[src/rtl/spi_tx_buffer.sv]
// rtl/spi_tx_buffer.sv - SPI transmit FIFO popped by a synchronized byte-sent strobe
// Optional sticky underrun flag is built when SPI_TX_UNDERRUN_EN is defined.
module spi_tx_buffer #(
  parameter int WIDTH = 8,
  parameter int DEPTH = 16
) (
  input  logic                   clk,
  input  logic                   reset_n,
  input  logic                   wr_en,
  input  logic [WIDTH-1:0]       wr_data,
  input  logic                   send_complete,
  output logic [WIDTH-1:0]       mcu_out,
  output logic                   full,
  output logic                   empty,
  output logic [$clog2(DEPTH):0] count,
  output logic                   underrun,
  input  logic                   underrun_clr
);

  localparam int AW = $clog2(DEPTH);
  localparam int CW = AW + 1;
  localparam logic [CW-1:0] FULL_CNT = CW'(DEPTH);

  logic [WIDTH-1:0] mem_q [DEPTH];

  logic [AW-1:0]    wr_ptr_q, wr_ptr_d;
  logic [AW-1:0]    rd_ptr_q, rd_ptr_d;
  logic [CW-1:0]    count_q, count_d;
  logic [WIDTH-1:0] mcu_out_q, mcu_out_d;
  logic             sync1_q, sync2_q, sync3_q;

  logic pop_req;
  logic pop;
  logic push;

  always_comb begin
    pop_req   = sync2_q & ~sync3_q;
    pop       = pop_req & (count_q != '0);
    // A full FIFO still accepts a write when a byte leaves on the same edge.
    push      = wr_en & ((count_q != FULL_CNT) | pop);
    wr_ptr_d  = wr_ptr_q;
    rd_ptr_d  = rd_ptr_q;
    count_d   = count_q;
    mcu_out_d = '0;
    if (push) begin
      wr_ptr_d = wr_ptr_q + AW'(1);
    end
    if (pop) begin
      rd_ptr_d = rd_ptr_q + AW'(1);
    end
    if (push && !pop) begin
      count_d = count_q + CW'(1);
    end else if (pop && !push) begin
      count_d = count_q - CW'(1);
    end
    // The new head may be the byte being written this very edge.
    if (count_d != '0) begin
      if (push && (rd_ptr_d == wr_ptr_q)) begin
        mcu_out_d = wr_data;
      end else begin
        mcu_out_d = mem_q[rd_ptr_d];
      end
    end
  end

  always_ff @(posedge clk or negedge reset_n) begin
    if (!reset_n) begin
      wr_ptr_q  <= '0;
      rd_ptr_q  <= '0;
      count_q   <= '0;
      mcu_out_q <= '0;
      sync1_q   <= 1'b0;
      sync2_q   <= 1'b0;
      sync3_q   <= 1'b0;
    end else begin
      wr_ptr_q  <= wr_ptr_d;
      rd_ptr_q  <= rd_ptr_d;
      count_q   <= count_d;
      mcu_out_q <= mcu_out_d;
      sync1_q   <= send_complete;
      sync2_q   <= sync1_q;
      sync3_q   <= sync2_q;
    end
  end

  always_ff @(posedge clk) begin
    if (push) begin
      mem_q[wr_ptr_q] <= wr_data;
    end
  end

`ifdef SPI_TX_UNDERRUN_EN
  logic underrun_q, underrun_d;

  always_comb begin
    underrun_d = underrun_q;
    if (underrun_clr) begin
      underrun_d = 1'b0;
    end
    if (pop_req && (count_q == '0)) begin
      underrun_d = 1'b1;
    end
  end

  always_ff @(posedge clk or negedge reset_n) begin
    if (!reset_n) begin
      underrun_q <= 1'b0;
    end else begin
      underrun_q <= underrun_d;
    end
  end

  assign underrun = underrun_q;
`else
  logic unused_underrun_clr;
  assign unused_underrun_clr = underrun_clr;
  assign underrun            = 1'b0;
`endif

  assign mcu_out = mcu_out_q;
  assign count   = count_q;
  assign full    = (count_q == FULL_CNT);
  assign empty   = (count_q == '0);

endmodule

[config.mk]
export PLATFORM = sky130hd
export DESIGN_NAME = spi_tx_buffer
export DESIGN_NICKNAME = d
export VERILOG_FILES = /design/src/rtl/spi_tx_buffer.sv
export SDC_FILE = /design/constraint.sdc
export NUM_CORES = 1
export LEC_CHECK = 0
export CAP_MARGIN = 10
export CORE_MARGIN = 2
export CORE_UTILIZATION = 61
export DETAILED_ROUTE_END_ITERATION = 6
export PLACE_DENSITY = 0.83
export SYNTH_ARGS = -nofsm -noshare
export SYNTH_HDL_FRONTEND = slang
export SYNTH_SLANG_ARGS = --single-unit
[constraint.sdc]
create_clock -name clk -period 3.4 [get_ports clk]
set_clock_uncertainty 0.2 [all_clocks]
set_input_delay 0.34 -clock clk [delete_from_list [all_inputs] [get_ports clk]]
set_output_delay 0.34 -clock clk [all_outputs]
set_load 0.005 [all_outputs]
Word-level counts from Yosys, hierarchy flattened
Memories as Yosys holds them, arrays and structs flattened.
Index checks and enable logic that the tools add are counted.
- bits in registers: 24
- RAM bits: 128
- input bits: 13
- output and inout port bits: 16
- logic and storage cells: 35
- memories kept: 1
- add/subtract/negate cells: 4
- eq/ne operators: 3
- mux-type cells: 7
- bitwise logic cells: 5
- reductions and logical operators: 8
- memory list (memory ; words ; width ; read ports ; clocked after Yosys merged registers in ; write ports ; RTL line ; text):
    mem_q ; 16 ; 8 ; 1 ; 0 ; 1 ; 24 ; logic [WIDTH-1:0] mem_q [DEPTH];
- operator list (cell ; count):
    $mux 8 ; 2
    $mux 5 ; 2
    $reduce_bool 5->1 ; 2
    $add 4x1->4 const B ; 2
    $add 5x1->5 const B ; 1
    $eq 5x5->1 const B ; 1
    $logic_not 5->1 ; 1
    $ne 5x5->1 const B ; 1
    $sub 5x1->5 const B ; 1
    $eq 4x4->1 ; 1
    $mux 4 ; 1
    $and 1x1->1 ; 3
    $logic_and 1x1->1 ; 3
    $logic_not 1->1 ; 2
    $mux 1 ; 2
    $not 1->1 ; 1
    $or 1x1->1 ; 1

Longest topological paths before layout
Gate-level depths: netlist of run 1.
- depth after elaboration: 11
- gate-level depth with buffers: 11
- depth with buffers taken out: 9

Worst setup path before layout of run 1
No wires, ideal clock.
- kind: flip-flop to flip-flop
- from: register count_q[0], in the netlist count[0]
- to: register mcu_out_q[5], in the netlist mcu_out[5]
- setup time: 0.139 ns
- arrival time: 2.317 ns
- required time: 3.061 ns
- setup slack: 0.743 ns
- stages on the path, launching flop included: 11
- buffers on the path: 2
- clock period less this slack: 2.657 ns
- cells stage by stage: dfrtp_1 inv_1 ha_1 or4b_4 buf_6 a21oi_4 buf_4 a22oi_1 and3_1 a211oi_2 a311oi_2
- cells in the longest elaborated chain, start to end: 10
- elaborated cells between the ends (all ways): 20
- those cells by class: add/sub: 2; eq/ne: 2; mux: 5; bitwise: 3; reduce/logical: 7; memory: 1
- ends and longest elaborated chain (element ; RTL line ; text):
    from (decl) ; 28 ; logic [CW-1:0] count_q, count_d;
    from (signal assigned) ; 78 ; count_q <= count_d;
    $reduce_bool 5->1 ; 38 ; pop = pop_req & (count_q != '0);
    $and 1x1->1 ; 38 ;
    $or 1x1->1 ; 40 ; push = wr_en & ((count_q != FULL_CNT) | pop);
    $and 1x1->1 ; 40 ;
    $logic_not 1->1 ; 53 ; end else if (pop && !push) begin
    $logic_and 1x1->1 ; 53 ;
    $mux 5 ; 53 ;
    $mux 5 ; 51 ; if (push && !pop) begin
    $reduce_bool 5->1 ; 57 ; if (count_d != '0) begin
    $mux 8 * ; 57 ;
    named net mcu_out_d[5] ; 29 ; logic [WIDTH-1:0] mcu_out_q, mcu_out_d;
    to (signal assigned) ; 79 ; mcu_out_q <= mcu_out_d;
    to (decl) ; 29 ;
Mark *: on every way through the listed nets, which the timed path passes. The rest lies on a longest branch.
A chain may end at the register's enable or synchronous reset.

Worst setup path after layout of run 1
- from: register count_q[0], in the netlist count[0]
- to: register mcu_out_q[7], in the netlist mcu_out[7]
Same word-level chain as after synthesis.

==> results of run 1 <==
## power by group through the flow
stage | sequential (µW) | clock (µW) | combinational, µW
6_report | 2570 | 1810 | 3140
5_1_grt | 2600 | 1900 | 3370
4_1_cts | 2560 | 1810 | 3090
3_3_place_gp | 2570 | 0 | 2930
3_5_place_dp | 2600 | 0 | 3050
2_1_floorplan | 2480 | 0 | 2310
## cell type report
cell class / count / area, µm²
clock inverter: 12 / 126
fill: 799 / 3650
sequential: 152 / 4450
inverter: 12 / 46.3
timing repair buffer: 59 / 553
multi-input combinational: 365 / 2990
clock buffer: 20 / 437
tap: 172 / 215
## synth_stat cells, drive strengths merged (9+ instances only)
| master | count | area, µm² |
|---|---|---|
| a221oi | 15 | 131 |
| a22oi | 46 | 345 |
| and3 | 14 | 87.6 |
| buf | 29 | 191 |
| clkbuf | 12 | 45.0 |
| dfrtp | 24 | 601 |
| edfxtp | 128 | 3840 |
| inv | 11 | 41.3 |
| mux2i | 110 | 1100 |
| nand2 | 15 | 63.8 |
| nand3 | 14 | 70.1 |
| nor2 | 24 | 90.1 |
| xnor2 | 9 | 78.8 |
## metal layers
metal,part of all wire,vias to the layer above,global-route usage
met5,0,-,0
met4,0.030,0,0.118
met3,0.072,51,0.0721
met2,0.51,250,0.465
met1,0.39,2636,0.339
li1,-,2347,-
## stage by stage
stage,instance area (µm²),std cells
after floorplan,7700,570
after global placement,8230,759
after detailed placement,8230,759
after CTS,8790,791
after global routing,8810,792
final,8810,792
## layout by cell type, fill, tap and decap left out, types with 4 or more instances in the layout
cell and n:
edfxtp_1 128, mux2i_1 109, a22oi_1 46, buf_4 29
clkdlybuf4s50_1 26, nor2_1 24, dfrtp_1 23, clkbuf_16 17
a221oi_1 15, nand2_1 14, nand3_1 14, and3_1 14
inv_1 11, xnor2_1 9, nor3_1 7, o211ai_1 7
ha_1 7, o21ai_0 6, a311oi_1 6, a211oi_1 5
nor3b_1 4, o221ai_1 4, a21oi_1 4, a221o_1 4
## sequential cells by signal (all words and copies together) (netlist names)
signal	cells
mcu_out	8
count	5
rd_ptr_q	4
sync2_q	1
mem_q	128
sync3_q	1
wr_ptr_q	4
sync1_q	1
## cell families (layout without fill, tap and decap cells)
logic type	after synthesis	after routing	share of synthesized area
AO/OA/AOI/OAI	131	131	0.137
adder cells (fa/ha/maj)	8	8	0.0127
multiplexers	112	112	0.146
other	1	1	0.000487
XOR/XNOR	12	12	0.0174
AND/OR/NAND/NOR	101	101	0.0728
flip-flops	152	152	0.577
buffers and inverters	53	103	0.0367
## worst paths after layout
kind,cells after the start,endpoint,from
setup reg to reg,10,mcu_out[7],count[0]
hold / removal,1,rd_ptr_q[2],reset_n
min in group clk,1,sync1_q,send_complete
setup / recovery,10,mcu_out[7],count[0]
max in group asynchronous,2,mcu_out[7],reset_n
hold reg to reg,0,sync2_q,sync1_q
==> results.sh, run 1 <==
export IMPL_status="completed"
export IMPL_async_flop_share=0.158
export IMPL_swShare=0.359
export IMPL_grt_total_usage=0.276
export IMPL_seq_power_share=0.342
export IMPL_htreeDepth=4
export IMPL_intPower_uw=4820
export IMPL_period_minus_slack_ns=3.22
export IMPL_grt_max_degree=98
export IMPL_min_path_type="in -> async"
export IMPL_p_per_area_nw_per_um2=853
export IMPL_synthDistinctLibCells=72
export IMPL_grt_pass1_wl_um=27400
export IMPL_post_cts_buffers=0
export IMPL_final_setup_worst_slack_ns=0.179
export IMPL_synthFlopType="edfxtp_1"
export IMPL_synth_edff_count=128
export IMPL_holdWs_ns=0.0670
export IMPL_cts_tree="done"
export IMPL_arrival_ns=3.35
export IMPL_clkSinkCount=152
export IMPL_ant_nets=0
export IMPL_dieArea_um2=13500
export IMPL_start_util=0.618
export IMPL_grt_pass1_vias=5202
export IMPL_syn_inst=570
export IMPL_yosysSeqAreaShare=0.577
export IMPL_drive_above_1_share=0.124
export IMPL_worst_slew_pin_slew_ns=0.775
export IMPL_clkLatencyLatePin_ns=0.44
export IMPL_dp_slack_ns=0.186
export IMPL_core_um2=12500
export IMPL_cts_root_buffer="clkbuf_16"
export IMPL_peakVddDrop_mv=0.483
export IMPL_cp_max_fo=13
export IMPL_utilization=0.707
export IMPL_netlist_area_um2=7700
export IMPL_viasPerCell=6.67
export IMPL_cts_resized_gates=0
export IMPL_area_growth_syn_to_layout_pct=14.4
export IMPL_drc=0
export IMPL_clockBufferDepth=2
export IMPL_first_iter_violations=574
export IMPL_crit_type="reg -> reg"
export IMPL_grt_ovfl_total=0
export IMPL_postCtsHoldBufs=0
export IMPL_finalSetupViolCount=0
export IMPL_p_leak_uw=0.00328
export IMPL_synth_seq_cells=152
export IMPL_cp_slowest_cell="or4b_4"
export IMPL_slew_viol_final=0
export IMPL_portBuffers=26
export IMPL_rrSetupSlack_ns=0.18
export IMPL_cp_start_kind="register"
export IMPL_hold_viol=0
export IMPL_cp_common_cell="buf_4"
export IMPL_dpl_hpwl_um=11200
export IMPL_die_w_um=116
export IMPL_wl_um=17600
export IMPL_net_switching_power_uw=2700
export IMPL_ios=29
export IMPL_maxCapViolations=0
export IMPL_crit_buf_inv=4
export IMPL_setup_tns_ns=0
export IMPL_path_cells="inv_1 -> ha_1 -> or4b_4 -> clkinv_2 -> buf_4 -> nor3_4 -> buf_4 -> a221oi_1 -> a211oi_2 -> a311oi_1"
export IMPL_nets=627
export IMPL_avgSynthCellArea_um2=13.5
export IMPL_cts_made_buffers=17
export IMPL_endpoint_kind="register"
export IMPL_power_share_clock=0.241
export IMPL_yosysWarnings=0
export IMPL_vias=5284
export IMPL_row_count=41
export IMPL_p_comb_frac=0.418
export IMPL_max_freq_mhz=310
export IMPL_dr_pass1_iters=7
export IMPL_gp_congestion=0.891
export IMPL_max_stage_delay_ns=0.62
export IMPL_crit_family="compound AO/OA/AOI/OAI gates"
export IMPL_rsz0062_at_grt="no"
export IMPL_total_power_uw=7520
export IMPL_antenna_found_initial=0
export IMPL_num_antenna_cells=0
export IMPL_finalCritPeriodShare=0.947
export IMPL_wl_per_cell_um=22.2
export IMPL_syn_nets=590
export IMPL_maxSlewHeadroom=0.480
export IMPL_cp_required_ns=3.53
export IMPL_clk_pin_slew_ns=0.06
export IMPL_fp_dieH_um=116
(Power assumes the default switching activity.)
==> run 2: changes to the inputs <==
--- a/config.mk
+++ b/config.mk
@@ -6,7 +6,6 @@
 export NUM_CORES = 1
 export LEC_CHECK = 0
 export CAP_MARGIN = 10
-export CORE_MARGIN = 2
 export CORE_UTILIZATION = 61
 export DETAILED_ROUTE_END_ITERATION = 6
 export PLACE_DENSITY = 0.83
==> results.sh, run 2 (synthesized netlist as in run 1, its figures left out) <==
export IMPL_drc=0
export IMPL_max_stage_delay_ns=0.42
export IMPL_cp_slowest_cell="or3_1"
export IMPL_gp_congestion=0.902
export IMPL_core_um2=12200
export IMPL_min_path_type="in -> async"
export IMPL_clk_pin_slew_ns=0.06
export IMPL_grt_use_met2=0.491
export IMPL_reg2regPathDepth=9
export IMPL_cp_required_ns=3.46
export IMPL_grt_pass1_vias=5215
export IMPL_grt_pass1_wl_um=27900
export IMPL_grt_busiest_layer="met2"
export IMPL_endpoint_kind="register"
export IMPL_cp_start_kind="register"
export IMPL_cp_max_fo=13
export IMPL_slew_viol_final=0
export IMPL_ant_nets=0
export IMPL_dieArea_um2=13100
export IMPL_setup_tns_ns=0
export IMPL_drive_above_1_share=0.129
export IMPL_p_leak_uw=0.00330
export IMPL_finalCritPeriodShare=0.948
export IMPL_vias=5263
export IMPL_first_iter_violations=672
export IMPL_htreeDepth=4
export IMPL_regArea_um2=4450
export IMPL_final_cell_mix="edfxtp_1, mux2i_1, a22oi_1, buf_4, clkdlybuf4s50_1"
export IMPL_final_setup_worst_slack_ns=0.177
export IMPL_worst_slew_pin_slew_ns=0.736
export IMPL_grt_total_usage=0.292
export IMPL_row_count=40
export IMPL_dr_pass1_iters=5
export IMPL_path_cells="inv_1 -> ha_1 -> or4b_4 -> clkinv_2 -> or3_1 -> a32o_1 -> and3_1 -> a211oi_1 -> a311oi_1"
export IMPL_die_w_um=114
export IMPL_clockBufferDepth=2
export IMPL_finalSetupViolCount=0
export IMPL_fp_dieH_um=114
export IMPL_dpl_hpwl_um=11100
export IMPL_dp_slack_ns=0.197
export IMPL_cts_tree="done"
export IMPL_met3_usage=0.0577
export IMPL_layout_commonest_cell="edfxtp_1"
export IMPL_fillers=781
export IMPL_ios=29
export IMPL_period_minus_slack_ns=3.22
export IMPL_largest_reg_flops=128
export IMPL_start_util=0.634
export IMPL_arrival_ns=3.29
export IMPL_cts_root_buffer="clkbuf_16"
export IMPL_grt_ovfl_total=0
export IMPL_maxSlewHeadroom=0.506
export IMPL_area_growth_syn_to_layout_pct=14.7
export IMPL_status="completed"
export IMPL_rsz0062_at_grt="no"
export IMPL_wl_um=18000
export IMPL_multi_input_area_um2=2990
export IMPL_hold_viol=0
export IMPL_max_flop_register="mem_q"
export IMPL_portBuffers=26
export IMPL_nets=628
export IMPL_wl_per_cell_um=22.8
export IMPL_crit_type="reg -> reg"
export IMPL_clkLatencyLatePin_ns=0.43
export IMPL_use_met1=0.365
export IMPL_cts_made_buffers=17
export IMPL_postCtsHoldBufs=0
export IMPL_clkSinkCount=152
export IMPL_utilization=0.727
export IMPL_max_freq_mhz=310
export IMPL_grt_max_degree=85
export IMPL_antenna_found_initial=0
export IMPL_num_antenna_cells=0
export IMPL_maxCapViolations=0
export IMPL_p_per_area_nw_per_um2=867
export IMPL_viasPerCell=6.67
export IMPL_peakVddDrop_mv=0.632
==> run 2: changes by cell type in the layout (fill, tap and decap cells not counted), sizes merged <==
cell	before	now
buf	33	34
clkinvlp	2	4
bufinv	2	4
inv	13	12
clkbuf	20	19
clkinv	7	5
==> run 2: timing repair <==
| item | CTS | global route |
|---|---|---|
| buffers inserted | 0 | 0 |
| resized for setup | 0 | 1 |
| endpoints found under the setup margin | 0 | 8 |
==> run 2: cell type report <==
cell class                 count  share of cell area
clock buffer                  19              0.0490
clock inverter                13              0.0202
inverter                      12             0.00524
multi-input combinational    365               0.338
sequential                   152               0.503
tap                          168              0.0238
timing repair buffer          60              0.0606
==> run 2: through the flow <==
step | hold slack [ns] | power [µW] | std cells | cell area, µm²
global placement | 0.144 | 5500 | 756 | 8200
CTS | 0.136 | 7620 | 788 | 8810
detailed placement | 0.143 | 5650 | 756 | 8200
global route | 0.118 | 7980 | 789 | 8840
finish | 0.0764 | 7670 | 789 | 8840
floorplan | -0.156 | 4790 | 570 | 7700
==> run 2: critical path: cells and delay by family (launching register included) <==
family	cells	cell delay, ns
AOI/OAI and AO/OA	3	0.99
adders and majority gates	1	0.27
buffers and inverters	2	0.22
DFF	1	0.39
and+or+nand+nor	3	0.99
==> run 2: metal layers <==
layer,up-vias,share of wire
met4,0,0.029
met5,-,0
met2,228,0.51
li1,2349,-
met3,40,0.066
met1,2646,0.39
==> run 2: worst paths after layout <==
kind / start / endpoint / slack (ns)
worst max-delay path: count[0] / mcu_out[4] / 0.18
worst min-delay path: reset_n / count[1] / 0.08
worst max register to register: count[0] / mcu_out[4] / 0.18
worst min register to register: sync1_q / sync2_q / 0.15
max in group asynchronous: reset_n / mcu_out[4] / 2.41
min in group clk: send_complete / sync1_q / 0.15
==> run 2: power breakdown <==
group / internal (µW) / switching (µW)
sequential: 2320 / 235
clock: 1220 / 723
combinational: 1410 / 1760
==> run 3: changes to the inputs <==
--- a/config.mk
+++ b/config.mk
@@ -6,9 +6,11 @@
 export NUM_CORES = 1
 export LEC_CHECK = 0
 export CAP_MARGIN = 10
+export CORE_MARGIN = 2
 export CORE_UTILIZATION = 61
 export DETAILED_ROUTE_END_ITERATION = 6
 export PLACE_DENSITY = 0.83
+export SKIP_CTS_REPAIR_TIMING = 1
 export SYNTH_ARGS = -nofsm -noshare
 export SYNTH_HDL_FRONTEND = slang
 export SYNTH_SLANG_ARGS = --single-unit
==> results of run 3 <==
Final layout, timing and power as in run 1 (identical DEF).
